$ cat config.mk
export PLATFORM = sky130hd
export DESIGN_NAME = pipeline_hazard_ctrl
export DESIGN_NICKNAME = d
export VERILOG_FILES = /design/src/rtl/pipeline_hazard_ctrl.sv
export SDC_FILE = /design/constraint.sdc
export NUM_CORES = 1
export LEC_CHECK = 0
export ABC_CLOCK_PERIOD_IN_PS = 2200
export CAP_MARGIN = 20
export CORE_MARGIN = 2
export CORE_UTILIZATION = 44
export DETAILED_ROUTE_END_ITERATION = 10
export PLACE_DENSITY = 0.83
export SYNTH_ARGS = -nofsm -noshare
export SYNTH_HDL_FRONTEND = slang
export SYNTH_SLANG_ARGS = --single-unit
$ cat constraint.sdc
create_clock -name CLK -period 2.2 [get_ports CLK]
set_clock_uncertainty 0.05 [all_clocks]
set_input_delay 0.22 -clock CLK [delete_from_list [all_inputs] [get_ports CLK]]
set_output_delay 0.22 -clock CLK [all_outputs]
set_load 0.005 [all_outputs]
$ cat src/rtl/pipeline_hazard_ctrl.sv
// Pipeline stall/flush controller: folds fetch waits, data-memory waits,
// load-use hazards, MEM-stage redirects and halt draining into one
// per-cycle latch control vector, with saturating stall/flush counters.
module pipeline_hazard_ctrl #(
  parameter int unsigned CNT_W = 32
) (
  input  logic             CLK,
  input  logic             RST,
  input  logic             ihit,
  input  logic             dhit,
  input  logic             dREN_mem,
  input  logic             dWEN_mem,
  input  logic             dREN_ex,
  input  logic [4:0]       Rt_ex,
  input  logic [4:0]       Rs_id,
  input  logic [4:0]       Rt_id,
  input  logic             redirect_mem,
  input  logic             halt_mem,
  input  logic             halt_wb,
  output logic             pc_en,
  output logic             enable_ifid,
  output logic             enable_idex,
  output logic             enable_exmem,
  output logic             enable_memwb,
  output logic             flush_ifid,
  output logic             flush_idex,
  output logic             flush_exmem,
  output logic             halted,
  output logic [CNT_W-1:0] stall_cycles,
  output logic [CNT_W-1:0] flush_events
);

  typedef enum logic [1:0] {
    ST_RUN   = 2'd0,
    ST_DWAIT = 2'd1,
    ST_DRAIN = 2'd2,
    ST_HALT  = 2'd3
  } state_e;

  localparam logic [CNT_W-1:0] CNT_MAX = {CNT_W{1'b1}};

  state_e           state_q, state_d;
  logic [CNT_W-1:0] stall_q, stall_d;
  logic [CNT_W-1:0] flush_q, flush_d;
  logic             dwait_req;
  logic             load_use;
  logic             freeze;
  logic             redirect_evt;

  assign dwait_req = (dREN_mem | dWEN_mem) & ~dhit;
  assign load_use  = dREN_ex & (Rt_ex != 5'd0) &
                     ((Rt_ex == Rs_id) | (Rt_ex == Rt_id));

  // Same-cycle control vector and next state from state and hazard inputs.
  always_comb begin
    state_d      = state_q;
    pc_en        = 1'b0;
    enable_ifid  = 1'b0;
    enable_idex  = 1'b0;
    enable_exmem = 1'b0;
    enable_memwb = 1'b0;
    flush_ifid   = 1'b0;
    flush_idex   = 1'b0;
    flush_exmem  = 1'b0;
    halted       = 1'b0;
    redirect_evt = 1'b0;
    freeze       = 1'b0;

    if (RST) begin
      state_d = ST_RUN;
    end else if (state_q == ST_HALT) begin
      halted = 1'b1;
    end else begin
      // In DWAIT the access that started the wait is still outstanding.
      freeze = (state_q == ST_DWAIT) ? ~dhit : dwait_req;
      if (freeze) begin
        if (state_q == ST_RUN) state_d = ST_DWAIT;
      end else begin
        if (redirect_mem) begin
          // Enables stay high; the flushes turn the advance into bubbles.
          pc_en        = 1'b1;
          enable_ifid  = 1'b1;
          enable_idex  = 1'b1;
          enable_exmem = 1'b1;
          enable_memwb = 1'b1;
          flush_ifid   = 1'b1;
          flush_idex   = 1'b1;
          flush_exmem  = 1'b1;
          redirect_evt = 1'b1;
        end else if (load_use) begin
          enable_idex  = 1'b1;
          enable_exmem = 1'b1;
          enable_memwb = 1'b1;
          flush_idex   = 1'b1;
        end else if (!ihit) begin
          enable_ifid  = 1'b1;
          enable_idex  = 1'b1;
          enable_exmem = 1'b1;
          enable_memwb = 1'b1;
          flush_ifid   = 1'b1;
        end else begin
          pc_en        = 1'b1;
          enable_ifid  = 1'b1;
          enable_idex  = 1'b1;
          enable_exmem = 1'b1;
          enable_memwb = 1'b1;
        end

        unique case (state_q)
          ST_RUN:   if (halt_mem) state_d = ST_DRAIN;
          ST_DWAIT: state_d = ST_RUN;
          ST_DRAIN: begin
            // Stop fetching and keep the younger stages empty while halt retires.
            pc_en      = 1'b0;
            flush_ifid = 1'b1;
            flush_idex = 1'b1;
            if (halt_wb) state_d = ST_HALT;
          end
          default: ;
        endcase
      end
    end
  end

  // Saturating performance counter next values.
  always_comb begin
    stall_d = stall_q;
    flush_d = flush_q;
    if (!pc_en && (state_q != ST_HALT) && (stall_q != CNT_MAX))
      stall_d = stall_q + CNT_W'(1);
    if (redirect_evt && (flush_q != CNT_MAX))
      flush_d = flush_q + CNT_W'(1);
  end

  // State and counter registers with synchronous reset.
  always_ff @(posedge CLK) begin
    if (RST) begin
      state_q <= ST_RUN;
      stall_q <= '0;
      flush_q <= '0;
    end else begin
      state_q <= state_d;
      stall_q <= stall_d;
      flush_q <= flush_d;
    end
  end

  assign stall_cycles = stall_q;
  assign flush_events = flush_q;

endmodule

# After elaboration in Yosys (flattened, before gate mapping)
# Cells that the tools add are included.
# word_totals
reg_bits	66
input_bits	25
out_inout_bits	73
elab_cells	71
# op_classes
n_addsub	2
n_eq_ne	11
mux	40
n_bitwise	7
n_reduce_logical	8
# op_table
cell	n
adder 32 x 1 -> 32 bit, second input constant	2
inequality test 32 bit, second input constant	2
2-to-1 mux 1 bit	35
equality test 5 bit	2
2-to-1 mux 2 bit	4
inequality test 3 bit, second input constant	2
one-hot mux 2 bit (3 select lines)	1
AND reduction 5 bit	1
nonzero test 5 bit	1
equality test 2 bit, second input constant	2
AND 1 bit	3
logical AND 1 bit	3
nonzero test 3 bit	1
equality test 2 x 1 -> 1 bit, second input constant	1
logical NOT 2 bit	1
inequality test 2 x 1 -> 1 bit, second input constant	1
inequality test 2 bit, second input constant	1
NOT 1 bit	2
OR 1 bit	2
logical NOT 1 bit	1

# Depth between registers and ports, before layout
# Gate-level depths: netlist of the first run.
# logic_depth
depth_word	12
mapped_depth	9
mapped_depth_nobuf	7

# Least setup slack after synthesis of the first run
# No wires, ideal clock.
# synth_timing
path_type	flip-flop to flip-flop
start	register flush_q[14] (netlist: flush_events[14])
end	register flush_q[19] (netlist: flush_events[19])
setup_ns	0.128
arrival_ns	2.042
required_ns	2.022
slack_ns	-0.020
path_stages_with_launch	8
path_buffers	1
synth_period_minus_slack_ns	2.220
path_cell_list	dfxtp_1 -> nand4_2 -> or4_4 -> nor4_4 -> buf_6 -> nor4_1 -> xnor2_1 -> nor2_1
# synth_between
elab_chain_len	2
elab_cells_between_ends	3
cone_classes	add/sub (1); eq/ne (1); reduce/logical (1)
# synth_rtl
item	line	rtl
start, declared	44	logic [CNT_W-1:0] flush_q, flush_d;
start signal, assigned	144	flush_q <= flush_d;
branches (longest 2 deep; another with adder 32 x 1 -> 32 bit)	--	
# Several ways; the timed one is not identified.
# A chain may end at the register's enable or synchronous reset.

# Worst setup path after layout of the first run
# layout_timing
start	input port dhit
end	output port enable_idex
# layout_between
elab_chain_len	6
# layout_rtl
item	line	rtl
start, declared	10	input logic dhit,
NOT 1 bit (*)	50, 75	
AND 1 bit	50	assign dwait_req = (dREN_mem | dWEN_mem) & ~dhit;
2-to-1 mux 1 bit (*)	75	freeze = (state_q == ST_DWAIT) ? ~dhit : dwait_req;
2-to-1 mux 1 bit (*)	76	if (freeze) begin
2-to-1 mux 1 bit (*)	71	end else if (state_q == ST_HALT) begin
2-to-1 mux 1 bit (*)	69	if (RST) begin
end, declared	22	output logic enable_idex,
# Mark *: on every way between the ends. The rest lies on a longest branch, timed or not.

==> results.toml, run 1 <==
[global_route]
grt_max_degree = 42
grt_pass1_vias = 3777
grt_pass1_wl_mm = 17.3
antenna_found_initial = 0
grt_use_total_pct = 23.9
overflow = 0

[clock_network]
cts_max_path_buffers = 2
cts.sink_count = 66
cts_hold_buf = 0
clk_pin_slew_ns = 0.07
cts_made_buffers = 9
cts_tree = "done"
htree_levels = 3
clock_latency_ns = 0.35
root_buffer = "clkbuf_8"

[worst_hold_path]
hold_path_class = "in2reg"

[detailed_routing]
wl_per_cell_um = 15.0
route.detailed.drc = 0
vias_per_cell = 5.68
drt_iter0_markers = 189
first_pass_iters = 5
finalWirelength_mm = 10.5
postRouteAntennaNets = 0
route.vias.total = 3967

[layout]
final_nets = 615
final_area_mm2 = 0.00536
area_growth_pct = 45.9
drive_above_1_share_pct = 20.6
num_antenna_cells = 0

[synth]
synth_top_area_share_pct = 36.0
synthSimpleGateAreaFrac_pct = 34.0
yosys_warnings = 0
synth_compound_gate_area_share_pct = 13.2
synth_top_cell_by_area = "dfxtp_1"
syn_avg_cell_area_um2 = 8.27
synth_top_family_by_area = "simple AND/OR/NAND/NOR gates"
seq_area_frac_synth_pct = 36.0
synthAdderAreaFrac_pct = 0.681
synth-async-reset-ratio_pct = 0
synth-edff-count = 0
synth_nets = 471
netlist_area_mm2 = 0.00367
synth_area_leaders = "dfxtp_1 36%, xnor2_1 9.1%, nor2_1 4.8%"
synth-main-ff-cell = "dfxtp_1"
synthCells = 444
synth_cell_type_count = 58
ys_ff_latch = 66
yosys-mux-area-fraction_pct = 1.50
synth_xor_area_share_pct = 9.06

[timing]
slew_violations = 0
setup_violations = 0
max_freq_mhz = 471
hold_viol = 0
tightest_slew_ns = 0.462
relSlewSlack_pct = 68.9
tns_ns = 0
hold_slack_ns = 0.336
finalCritPeriodShare_pct = 96.4
min_period_ns = 2.12
rsz0062_at_grt = "true"

[place]
port_buffers = 97
place.gp.congestion = 0.952
dpl_cell_area_mm2 = 0.00506
hpwl_mm = 7.71

[worst_setup_path]
cp.required_ns = 1.93
crit_path_max_fanout = 4
critPathLaunchType = "input pin"
crit_type = "in2out"
critPathSlowestCell = "clkdlybuf4s50_1"
critPathMostFrequentCell = "clkdlybuf4s50_1"
slowest_delay_ns = 0.52
cp-end-kind = "output port"
worst_path_dominant_cell_family = "buffers and inverters"
cp.arrival_ns = 1.85
critical_path.cell_chain = "clkdlybuf4s50_1, o21ba_4, o2bb2ai_4, buf_6, nand2_1, inv_2, clkdlybuf4s50_1"
crit_buf_inv = 4

[power_and_ir_drop]
power_w = 0.00244
peakVddDrop_uv = 323
p_leak_nw = 1.81
powerDensity_mw_per_mm2 = 455

[floorplanning]
boundaryPins = 98
die_area_mm2 = 0.00910
start_util_pct = 45.2
die_x_um = 95.4
rows = 33
die_h_um = 95.4
fp.coreArea_mm2 = 0.00813

[status]
status = "completed"

[flow_run]
maxCapViolCount = 0
[worst register-to-register path, cell delays in order, from the launching register on]
cell,delay [ns]
dfxtp_1,0.36
ha_2,0.21
nand4_1,0.13
nor4_2,0.17
buf_4,0.17
nand2_2,0.06
or3_4,0.36
or4_1,0.40
a21oi_1,0.14
[layer usage]
metal  share of wire, %  global-route usage (%)  vias to the layer above
met4                1.1                    7.14                        0
met3                6.5                    6.32                       14
met5                  0                       0                        -
met1                 42                    28.6                     1876
met2                 50                    42.0                      148
li1                   -                       -                     1929
[stage by stage]
stage / setup slack [ns] / util, % / instances
after global routing: -0.0437 / 65.9 / 698
after floorplan: 0.0135 / - / 444
final: 0.0786 / 65.9 / 698
after global placement: -0.342 / 62.2 / 678
after detailed placement: -0.476 / 62.2 / 678
after CTS: -0.0111 / 65.1 / 695
[kinds of logic after synthesis]
family / Yosys count
compound gates: 75
buf+inv: 39
flops: 66
fa+ha+maj: 2
simple gates: 219
xor+xnor: 38
mux: 5
[cells in the final DEF (no fill, tap or decap), types with 4 or more instances in the layout]
cell and count:
nand2_1 22, or4_1 16, buf_4 58, nand4_1 25, inv_1 10, or3_1 9
nor4_1 11, o31ai_1 18, nor4b_1 4, clkbuf_8 10, dfxtp_2 4, nor3_1 23
nand3_1 22, clkdlybuf4s50_1 84, o21ai_0 11, dfxtp_1 62, nor2_1 46, a21oi_1 31
xnor2_1 37, dlygate4sd2_1 7
[power by group]
part	internal [W]	switching [W]
Clock	0.000438	0.000464
Combinational	0.000162	0.000154
Sequential	0.00121	0.0000116
Total	0.00181	0.000629
[path summary, 6_finish.rpt]
path | start | to | slack (ns) | depth (start not counted)
setup / recovery | dhit | enable_idex | 0.08 | 7
setup reg to reg | stall_cycles[0] | stall_cycles[30] | 0.10 | 8
hold / removal | RST | flush_events[8] | 0.34 | 3
hold reg to reg | stall_cycles[18] | stall_cycles[18] | 0.44 | 2
[registers in the layout, summed over array words and instances (netlist names)]
register / cells
state_q: 2
stall_cycles: 32
flush_events: 32
[layout make-up]
cell class,instances,area [um2]
Clock buffer,12,145
Timing Repair Buffer,159,1450
Sequential cell,66,1330
Multi-Input combinational cell,339,2230
Clock inverter,4,27.5
Tap cell,105,131
Fill cell,696,2770
Inverter,13,48.8
[timing repair]
action                                  in CTS  in global routing
endpoints found under the setup margin      24                 29
gates resized for setup                     25                 19
endpoints found under the hold margin        0                  0
buffers inserted                             1                  3
pin swaps                                    1                  4
[synth_stat cells (3+ instances only)]
library cell   n
nor2_1        47
nor3b_1        3
nor2b_1        3
and3_2         3
buf_4          4
or2_2          3
clkbuf_1      12
nor4_1        12
or4_1         18
dfxtp_1       66
nand3_1       24
o311ai_0       3
nand2_1       23
a21oi_1       31
inv_1         12
o31ai_1       18
nand4_1       25
nor4b_1        4
nor3_1        23
or3_1         10
o21ai_0       12
xnor2_1       38
o41ai_1        3
buf_2          3
Note: power is estimated with default switching activity, not from simulation.
==> run 2, diff against run 1 <==
--- a/config.mk
+++ b/config.mk
@@ -10,6 +10,8 @@
 export CORE_MARGIN = 2
 export CORE_UTILIZATION = 44
 export DETAILED_ROUTE_END_ITERATION = 10
+export GPL_TIMING_DRIVEN = 1
+export HOLD_SLACK_MARGIN = 0.12
 export PLACE_DENSITY = 0.83
 export SYNTH_ARGS = -nofsm -noshare
 export SYNTH_HDL_FRONTEND = slang
==> results of run 2 <==
No change in the layout: final DEF, timing and power equal those of run 1.
==> run 3, diff against run 2 <==
--- a/config.mk
+++ b/config.mk
@@ -5,10 +5,12 @@
 export SDC_FILE = /design/constraint.sdc
 export NUM_CORES = 1
 export LEC_CHECK = 0
+export ABC_AREA = 1
 export ABC_CLOCK_PERIOD_IN_PS = 2200
-export CAP_MARGIN = 20
+export CELL_PAD_IN_SITES_DETAIL_PLACEMENT = 1
+export CELL_PAD_IN_SITES_GLOBAL_PLACEMENT = 2
 export CORE_MARGIN = 2
-export CORE_UTILIZATION = 44
+export CORE_UTILIZATION = 24
 export DETAILED_ROUTE_END_ITERATION = 10
 export GPL_TIMING_DRIVEN = 1
 export HOLD_SLACK_MARGIN = 0.12
==> results.toml, run 3 <==
[synth]
synth_area_leaders = "dfxtp_1 31%, nand2_1 17%, nand4_1 7.7%"
yosys_warnings = 0
synth_cell_type_count = 31
seq_area_frac_synth_pct = 31.1
synth_nets = 689
synth-edff-count = 0
synth_top_cell_by_area = "dfxtp_1"
synthCells = 662
netlist_area_mm2 = 0.00425
synth-main-ff-cell = "dfxtp_1"
synth-async-reset-ratio_pct = 0
syn_avg_cell_area_um2 = 6.42
ys_ff_latch = 66
synth.most_common_cell = "nand2_1"
synth_common_cells = "195 x nand2_1, 82 x nor2_1, 66 x dfxtp_1"
synth_top_area_share_pct = 31.1

[floorplanning]
fp.coreArea_mm2 = 0.0173
die_x_um = 137
boundaryPins = 98
die_area_mm2 = 0.0188
rows = 48
start_util_pct = 24.6
die_h_um = 137

[layout]
layout_common_cells = "191 x nand2_1, 85 x clkdlybuf4s50_1, 80 x nor2_1, 62 x dfxtp_1"
area_growth_pct = 47.0
num_antenna_cells = 0
final_nets = 834
layout_commonest_cell = "nand2_1"
n_fill_cell = 2192
drive_above_1_share_pct = 13.1

[worst_setup_path]
critPathLaunchType = "flop"
crit_path_max_fanout = 7
rr_startpoint = "stall_cycles[3]"
cp-end-kind = "flop"
r2r_setup_slack_ns = 0.14
rr_worst_depth = 10
cp.arrival_ns = 2.21
cp.required_ns = 2.35
regToRegEndpoint = "stall_cycles[28]"
crit_type = "reg2reg"

[detailed_routing]
route.vias.total = 4864
wl_met1_mm = 7.01
wl_per_cell_um = 15.2
wl_met2_mm = 8.09
finalWirelength_mm = 15.7
dr.max_layer_used = "met4"
route.detailed.drc = 0
first_pass_iters = 4
postRouteAntennaNets = 0
drt_iter0_markers = 184
vias_per_cell = 4.69
wl_met3_um = 403

[clock_network]
cts_tree = "done"
clk_pin_slew_ns = 0.06
cts_made_buffers = 9
root_buffer = "clkbuf_16"
clock_latency_ns = 0.35
htree_levels = 3
cts_max_path_buffers = 2
cts.sink_count = 66

[place]
port_buffers = 97
place.gp.congestion = 0.843
dp_slack_ns = -0.121
hpwl_mm = 12.0

[status]
status = "completed"

[global_route]
grt_use_total_pct = 17.1
grt_max_degree = 57
overflow = 0
grt_pass1_wl_mm = 25.0
antenna_found_initial = 0
grt_pass1_vias = 4862

[timing]
min_period_ns = 2.06
tns_ns = 0
relSlewSlack_pct = 57.1
tightest_slew_ns = 0.644
hold_viol = 0
max_freq_mhz = 486
setup_violations = 0
hold_slack_ns = 0.356
slew_violations = 0
finalCritPeriodShare_pct = 93.5
fin_ws_ns = 0.143

[worst_hold_path]
hold-path-endpoint = "state_q[1]"
min_from = "RST"
holdPathStages = 5
hold_path_class = "in2reg"

[power_and_ir_drop]
powerDensity_mw_per_mm2 = 523
p_leak_nw = 2.38
peakVddDrop_uv = 440

[flow_run]
maxCapViolCount = 0
-- run 3: per-layer routing --
| layer | up-vias | global-route usage, % |
|---|---|---|
| met1 | 2312 | 20.3 |
| met5 | - | 0 |
| met3 | 14 | 3.19 |
| met4 | 0 | 4.35 |
| li1 | 2469 | - |
| met2 | 69 | 31.3 |
-- run 3: cell families after synthesis --
logic type / count (synthesis) / synth area share [%]
flops: 66 / 31.1
buf+inv: 80 / 8.28
xor+xnor: 48 / 9.90
compound gates: 74 / 9.10
simple gates: 392 / 41.0
fa+ha+maj: 2 / 0.589
-- run 3: worst max-delay path by stage --
| stage | from | to | slack, ns | depth (start not counted) |
|---|---|---|---|---|
| global placement | Rt_ex[2] | pc_en | -0.08 | 11 |
| CTS | state_q[1] | pc_en | -0.03 | 11 |
| finish | stall_cycles[3] | stall_cycles[28] | 0.14 | 10 |
| global route | flush_events[0] | flush_events[0] | -0.001 | 12 |
| detailed placement | Rt_ex[2] | stall_cycles[13] | -0.12 | 16 |
| floorplan | flush_events[0] | flush_events[2] | 0.42 | 12 |
-- run 3: final cells by class --
| type | count | area [um2] | area share (%) |
|---|---|---|---|
| clock buffer | 11 | 243 | 3.89 |
| clock inverter | 5 | 77.6 | 1.24 |
| inverter | 54 | 203 | 3.25 |
| multi-input combinational | 516 | 2610 | 41.9 |
| sequential | 66 | 1330 | 21.2 |
| tap | 225 | 282 | 4.51 |
| timing repair buffer | 160 | 1500 | 24.0 |
-- run 3: metrics by stage --
| step | power [W] | cells | area [um2] | utilization, % |
|---|---|---|---|---|
| 6_report | 0.00326 | 1037 | 6240 | 36.1 |
| 4_1_cts | 0.00329 | 1032 | 6150 | 35.5 |
| 2_1_floorplan | 0.00148 | 662 | 4250 | - |
| 3_3_place_gp | 0.00168 | 1016 | 5820 | 33.6 |
| 5_1_grt | 0.00340 | 1037 | 6240 | 36.1 |
| 3_5_place_dp | 0.00169 | 1016 | 5820 | 33.6 |
-- run 3: repair_timing --
action	in CTS	in global routing
hold endpoints to repair	0	0
gates resized for setup	13	15
hold buffers	0	0
pin swaps	1	8
endpoints found under the setup margin	4	53
setup buffers	0	4
gates cloned	0	1
-- run 3: worst max-delay path: stages (launching register included) --
cell and delay [ns]:
dfxtp_2 0.37, nand2_1 0.13, nor2_2 0.16, nand2_1 0.16, nor2_1 0.11, nor3b_2 0.26, nand3_2 0.18, buf_4 0.18
buf_4 0.15, nand4_1 0.10, a21oi_1 0.07
-- run 3: power breakdown --
part           switching (W)  leakage (nW)  internal, W
clock network       0.000573         0.156      0.00102
logic               0.000248          1.69     0.000199
registers          0.0000126         0.534      0.00121
==> RTL change 1, RTL diff (settings of run 3) <==
`CNT_W`: 32 -> 40.
--- a/src/rtl/pipeline_hazard_ctrl.sv
+++ b/src/rtl/pipeline_hazard_ctrl.sv
@@ -2,7 +2,7 @@
 // load-use hazards, MEM-stage redirects and halt draining into one
 // per-cycle latch control vector, with saturating stall/flush counters.
 module pipeline_hazard_ctrl #(
-  parameter int unsigned CNT_W = 32
+  parameter int unsigned CNT_W = 40
 ) (
   input  logic             CLK,
   input  logic             RST,
Interface: changed (resized flush_events and stall_cycles); port bits go from 98 to 114. The function was not compared with the original's and may differ.
==> RTL change 1 against run 3 <==
- maximum frequency shrank 2.2%
- synthesized area grew 28%
- first-iteration DRC count grew 89%
- clock power grew 3%
- total power grew 23%
- design area grew 23%
- die area grew 28%
- setup slack lost 47 ps
- sequential cell count grew 16
- via count grew 31%
- wire length grew 34%
==> RTL change 1: results (changes against run 3) <==
Parameter                              Value

Synthesis
  Leading cell types by total area after synthesis    dfxtp_1, nand2_1, nand4_1
  Share of synthesized flip-flops with an asynchronous set or reset    0% (unchanged)
  Synth top cells by count    nand2_1, nor2_1, dfxtp_1
  Syn_nets    907 (+32%)
  Number of unique standard cell types used by synthesis    34 (+9.7%)

Global route
  GR met2 Demand/Resource    29.40% (-1.9 points)
  Largest net degree at the start of global routing    63 (+11%)
  Overall routing resource usage    18.04% (+0.96 points)
  Number of global-route vias before repair    6602 (+36%)
  Wire length of the first global-routing pass    34670 um (+38%)
  Met1 Track Usage GR    25.01% (+4.7 points)
  Fraction of met3 tracks used by global routing    2.998% (-0.19 points)

Pwr
  IR drop worst, VDD    302.5 uV (-31%)
  Reported leakage power    2.728 nW (+14%)

Critical path
  Logic depth of the worst register-to-register path    11 (+1)
  CP max FO    3 (-4)
  Highest cell delay on the worst timing path    500 ps (+130 ps)
  Reg-to-Reg Start    stall_cycles[2]
  Cell with the biggest individual delay on the critical path    clkdlybuf4s50_1
  Reg2reg setup slack    170 ps (+30 ps)
  Crit path arrival time    1830 ps (-380 ps)

Placement
  Detail Placement HPWL    16400 um (+37%)
  Minimum setup slack after placement    -186.0 ps (-64.53 ps)
  Weighted congestion reported at the end of routability-driven placement    0.8896 (+5.6%)

Min path
  Sink of the worst hold path    flush_events[22]

Run status
  Run status    complete, no violations

Clock network
  Clock Pin Slew Worst Setup and Hold Paths    80 ps (+20 ps)
  Largest buffer count on any clock path    2 (unchanged)

STA
  Worst Tran Pin Value    742.2 ps (+98.01 ps)

Routing
  Per-cell via count in the routed design    4.803 (+2.4%)
  Number of design-rule violations left by the first detailed-router iteration    348 (+89%)
  Detailed-route wire length    21030 um (+34%)

Final layout
  Net count reported at finish    1065 (+28%)
  Fillers    2879 (+31%)
==> RTL change 1: cell count changes after synthesis, sizes merged, moves of 7 or more <==
| cell | delta |
|---|---|
| a21oi | +11 |
| nand2 | +80 |
| inv | +31 |
| nor3 | +7 |
| nor2 | +27 |
| nand3 | +15 |
| dfxtp | +16 |
| nand4 | +14 |
==> RTL change 1: worst max path at each step <==
| stage | to | slack [ps] |
|---|---|---|
| 6_report | enable_idex | 100 |
| 4_1_cts | halted | 30 |
| 3_5_place_dp | pc_en | -190 |
| 2_1_floorplan | stall_cycles[10] | 190 |
| 5_1_grt | enable_memwb | -7 |
| 3_3_place_gp | pc_en | -150 |
==> RTL change 1: metal layers <==
metal	vias up	wire length, um
met5	-	0
met4	0	243
met3	21	786
met2	121	9777
met1	3056	10220
li1	3181	-
==> RTL change 1: logic make-up after synthesis <==
group / Yosys count / share of synthesized area [%]
AO/OA/AOI/OAI: 89 / 8.553
AND/OR/NAND/NOR: 535 / 42.99
adder cells (fa/ha/maj): 2 / 0.4585
buffers and inverters: 119 / 9.401
XOR/XNOR: 53 / 8.507
flip-flops: 82 / 30.08
==> RTL change 1: cell type report <==
type                       instances  area, um2  share of cell area (%)
clock buffer                      10      239.0                   3.114
clock inverter                     6      72.57                  0.9455
sequential                        82       1649                   21.49
tap                              285      356.6                   4.646
inverter                          85      319.1                   4.157
multi-input combinational        679       3363                   43.82
timing repair buffer             181       1675                   21.83
==> RTL change 1: report_power, final <==
group          total (mW)  switching, mW  internal, mW
Clock                1.64          0.714         0.924
Sequential           1.55         0.0340          1.52
Combinational       0.806          0.479         0.328
==> RTL change 1: critical path, delay by kind of cell (launching register included) <==
family,cells,cell delay (ps)
buffers and inverters,4,770
AND/OR/NAND/NOR,2,260
AO/OA/AOI/OAI,1,110
flip-flops,1,350
==> RTL change 1: repair_timing <==
action                     CTS  global route
setup endpoints to repair    7            39
pin swaps                    1             1
hold endpoints to repair     0             0
resized for setup           14            17
setup buffers                2             0
hold buffers                 0             0
==> RTL change 1: metrics by stage <==
step | setup TNS [ps] | total power [mW] | hold slack [ps] | cells | instance area (um2)
6_report | 0 | 4.000 | 383.3 | 1328 | 7675
5_1_grt | -11.42 | 4.196 | 418.9 | 1328 | 7675
4_1_cts | 0 | 4.035 | 397.0 | 1328 | 7624
3_5_place_dp | -5576 | 2.387 | 443.2 | 1310 | 7291
3_3_place_gp | -2813 | 2.377 | 436.7 | 1310 | 7291
2_1_floorplan | 0 | 2.019 | 393.1 | 880 | 5456
==> RTL change 2, RTL diff (config.mk and constraints of run 3) <==
Made on the original files. Reset style: asynchronous (`RST`), changed in one clocked block. Comments in the files are not updated.
--- a/src/rtl/pipeline_hazard_ctrl.sv
+++ b/src/rtl/pipeline_hazard_ctrl.sv
@@ -133,7 +133,7 @@
   end
 
   // State and counter registers with synchronous reset.
-  always_ff @(posedge CLK) begin
+  always_ff @(posedge CLK or posedge RST) begin
     if (RST) begin
       state_q <= ST_RUN;
       stall_q <= '0;
Formal check against the unedited RTL: differs if RST is asserted again (counterexample within 4 cycles, from zero or initial values and one cycle with RST high); with RST held inactive, the same outputs for 10 cycles.
==> RTL change 2 against run 3 <==
- cell count shrank 1.9%
- synthesized area grew 6.0%
- setup slack lost 24 ps
- count of clock-buffer cells in the layout is the same
- synthesized cell count shrank 2.1%
- design area grew 0.52%
- wire length shrank 1.4%
- sequential cell count is the same
Power is not compared: it rests on default switching activity, and its combinational part moved more than twofold at a synthesized area within 25%.
==> RTL change 2: results (changes against run 3) <==
Parameter                              Value

Final layout
  Fillers    2296 (+4.7%)
  Fraction of final layout cells with drive strength greater than 1    10.09% (-3.0 points)
  Net count reported at finish    805 (-3.5%)
  Non-clock inverters    62 (+15%)
  Multi-input gates    500 (-3.1%)
  Fraction of standard cell area that is sequential    26.34% (+5.1 points)
  Clock buffers and inverters, area share    4.347% (-0.78 points)
  Share of cell area taken by multi-input logic gates    39.92% (-1.9 points)
  Signal buf overhead    20.96% (-3.1 points)
  Number of flip-flops and latches    66 (unchanged)
  Total of plain and repair buffers excluding clock buffers    139 (-13%)
  Number of antenna diodes    0 (unchanged)

STA
  Worst Tran Pin Value    559.1 ps (-85.09 ps)

Synthesis
  Part of the Yosys area used for sequential elements    36.68% (+5.6 points)
  Share of synthesized flip-flops with an asynchronous set or reset    100.0% (+100 points)
  Leading cell types by total area after synthesis    dfrtp_1, nand2_1, xor2_1
  Leading register cell type out of synthesis    dfrtp_1
  Syn_nets    675 (-2.0%)
  Number of unique standard cell types used by synthesis    30 (-3.2%)
  Post-synthesis adder-cell area fraction    0.5557% (-0.033 points)
  Synth top cells by count    nand2_1, dfrtp_1, nor2_1
  Synth Area in Compound Gates    2.084% (-7.0 points)
  Synth Area in XOR/XNOR    11.48% (+1.6 points)

Critical path
  Highest cell delay on the worst timing path    500 ps (+130 ps)
  Crit path arrival time    1810 ps (-400 ps)
  CP max FO    3 (-4)
  Cell with the biggest individual delay on the critical path    clkdlybuf4s50_1
  CP top delay family    buffers and inverters

Global route
  Overall routing resource usage    16.40% (-0.67 points)
  Largest net degree at the start of global routing    67 (+18%)
  Wire length of the first global-routing pass    25660 um (+2.5%)
  GR met2 Demand/Resource    29.01% (-2.3 points)
  Fraction of met3 tracks used by global routing    3.702% (+0.52 points)
  Number of global-route vias before repair    4849 (-0.27%)
  Met1 Track Usage GR    20.38% (+0.10 points)
  Antenna violations before repair    0 (unchanged)

Clock network
  Clock tree root buffer cell    clkbuf_16
  Clock Pin Slew Worst Setup and Hold Paths    60 ps (about the same)
  Worst-skew pair later-pin latency    between 300 and 400 ps
  Total number of H-tree levels    3 (unchanged)

Placement
  Minimum setup slack after placement    -116.5 ps (+4.908 ps)
  Weighted congestion reported at the end of routability-driven placement    0.8518 (+1.1%)
  Detail Placement HPWL    12280 um (+2.3%)
  Input/output buffers    97 (unchanged)

Routing
  Total length of routed met2 wires    7798 um (-3.6%)
  Routed length on met3    537 um (+33%)
  Number of design-rule violations left by the first detailed-router iteration    158 (-14%)
  Per-cell via count in the routed design    4.604 (-1.8%)
  Detailed-route wire length    15490 um (-1.4%)
  Wire length the detailed router placed on met1    6956 um (-0.73%)

Pwr
  Reported leakage power    roughly 3.0 nW
  IR drop worst, VDD    between 300 and 400 uV

Run status
  Run status    complete, no violations

Min path
  Min-Delay Path Class    in -> async
RTL change 2: kinds of logic (layout without fill, tap and decap cells):
group                      Yosys count  in the layout
buffers and inverters               82            217
xor gates and xnor gates            59             59
adders and majority gates            2              2
and+or+nand+nor                    421            421
AOI/OAI and AO/OA                   18             18
DFF                                 66             66
RTL change 2: timing repair:
action                     4_1_cts  5_1_grt
setup endpoints to repair        5       38
pin swaps                        3        0
resized for setup                5        8
setup buffers                    3        0
RTL change 2: power breakdown:
| group | leakage (nW) | total [mW] | switching [mW] | internal (mW) |
|---|---|---|---|---|
| Combinational | 1.95 | 0.997 | 0.506 | 0.491 |
| Sequential | 0.898 | 1.53 | 0.190 | 1.34 |
| Clock | 0.131 | 1.33 | 0.547 | 0.787 |
RTL change 2: final timing paths:
path | cells past startpoint | endpoint | slack [ps] | start
hold / removal | 4 | flush_events[18] | 440 | RST
hold reg to reg | 2 | stall_cycles[28] | 450 | stall_cycles[28]
setup / recovery | 8 | enable_memwb | 120 | state_q[1]
min in group CLK | 2 | stall_cycles[28] | 450 | stall_cycles[28]
max in group asynchronous | 4 | stall_cycles[28] | 1340 | RST
setup reg to reg | 9 | stall_cycles[3] | 150 | stall_cycles[0]
RTL change 2: worst min-delay path, delay by kind of cell:
kind | cells | cell delay [ps]
buf+inv | 4 | 1010
RTL change 2: metrics by stage:
stage | hold WS [ps] | total power [mW] | instance area [um2] | cells
after floorplan | 321.3 | 2.015 | 4507 | 648
after global placement | 432.5 | 2.528 | 5957 | 998
after detailed placement | 444.4 | 2.548 | 5957 | 998
after CTS | 449.0 | 3.922 | 6254 | 1017
after global routing | 496.3 | 4.126 | 6275 | 1017
final | 441.5 | 3.861 | 6275 | 1017
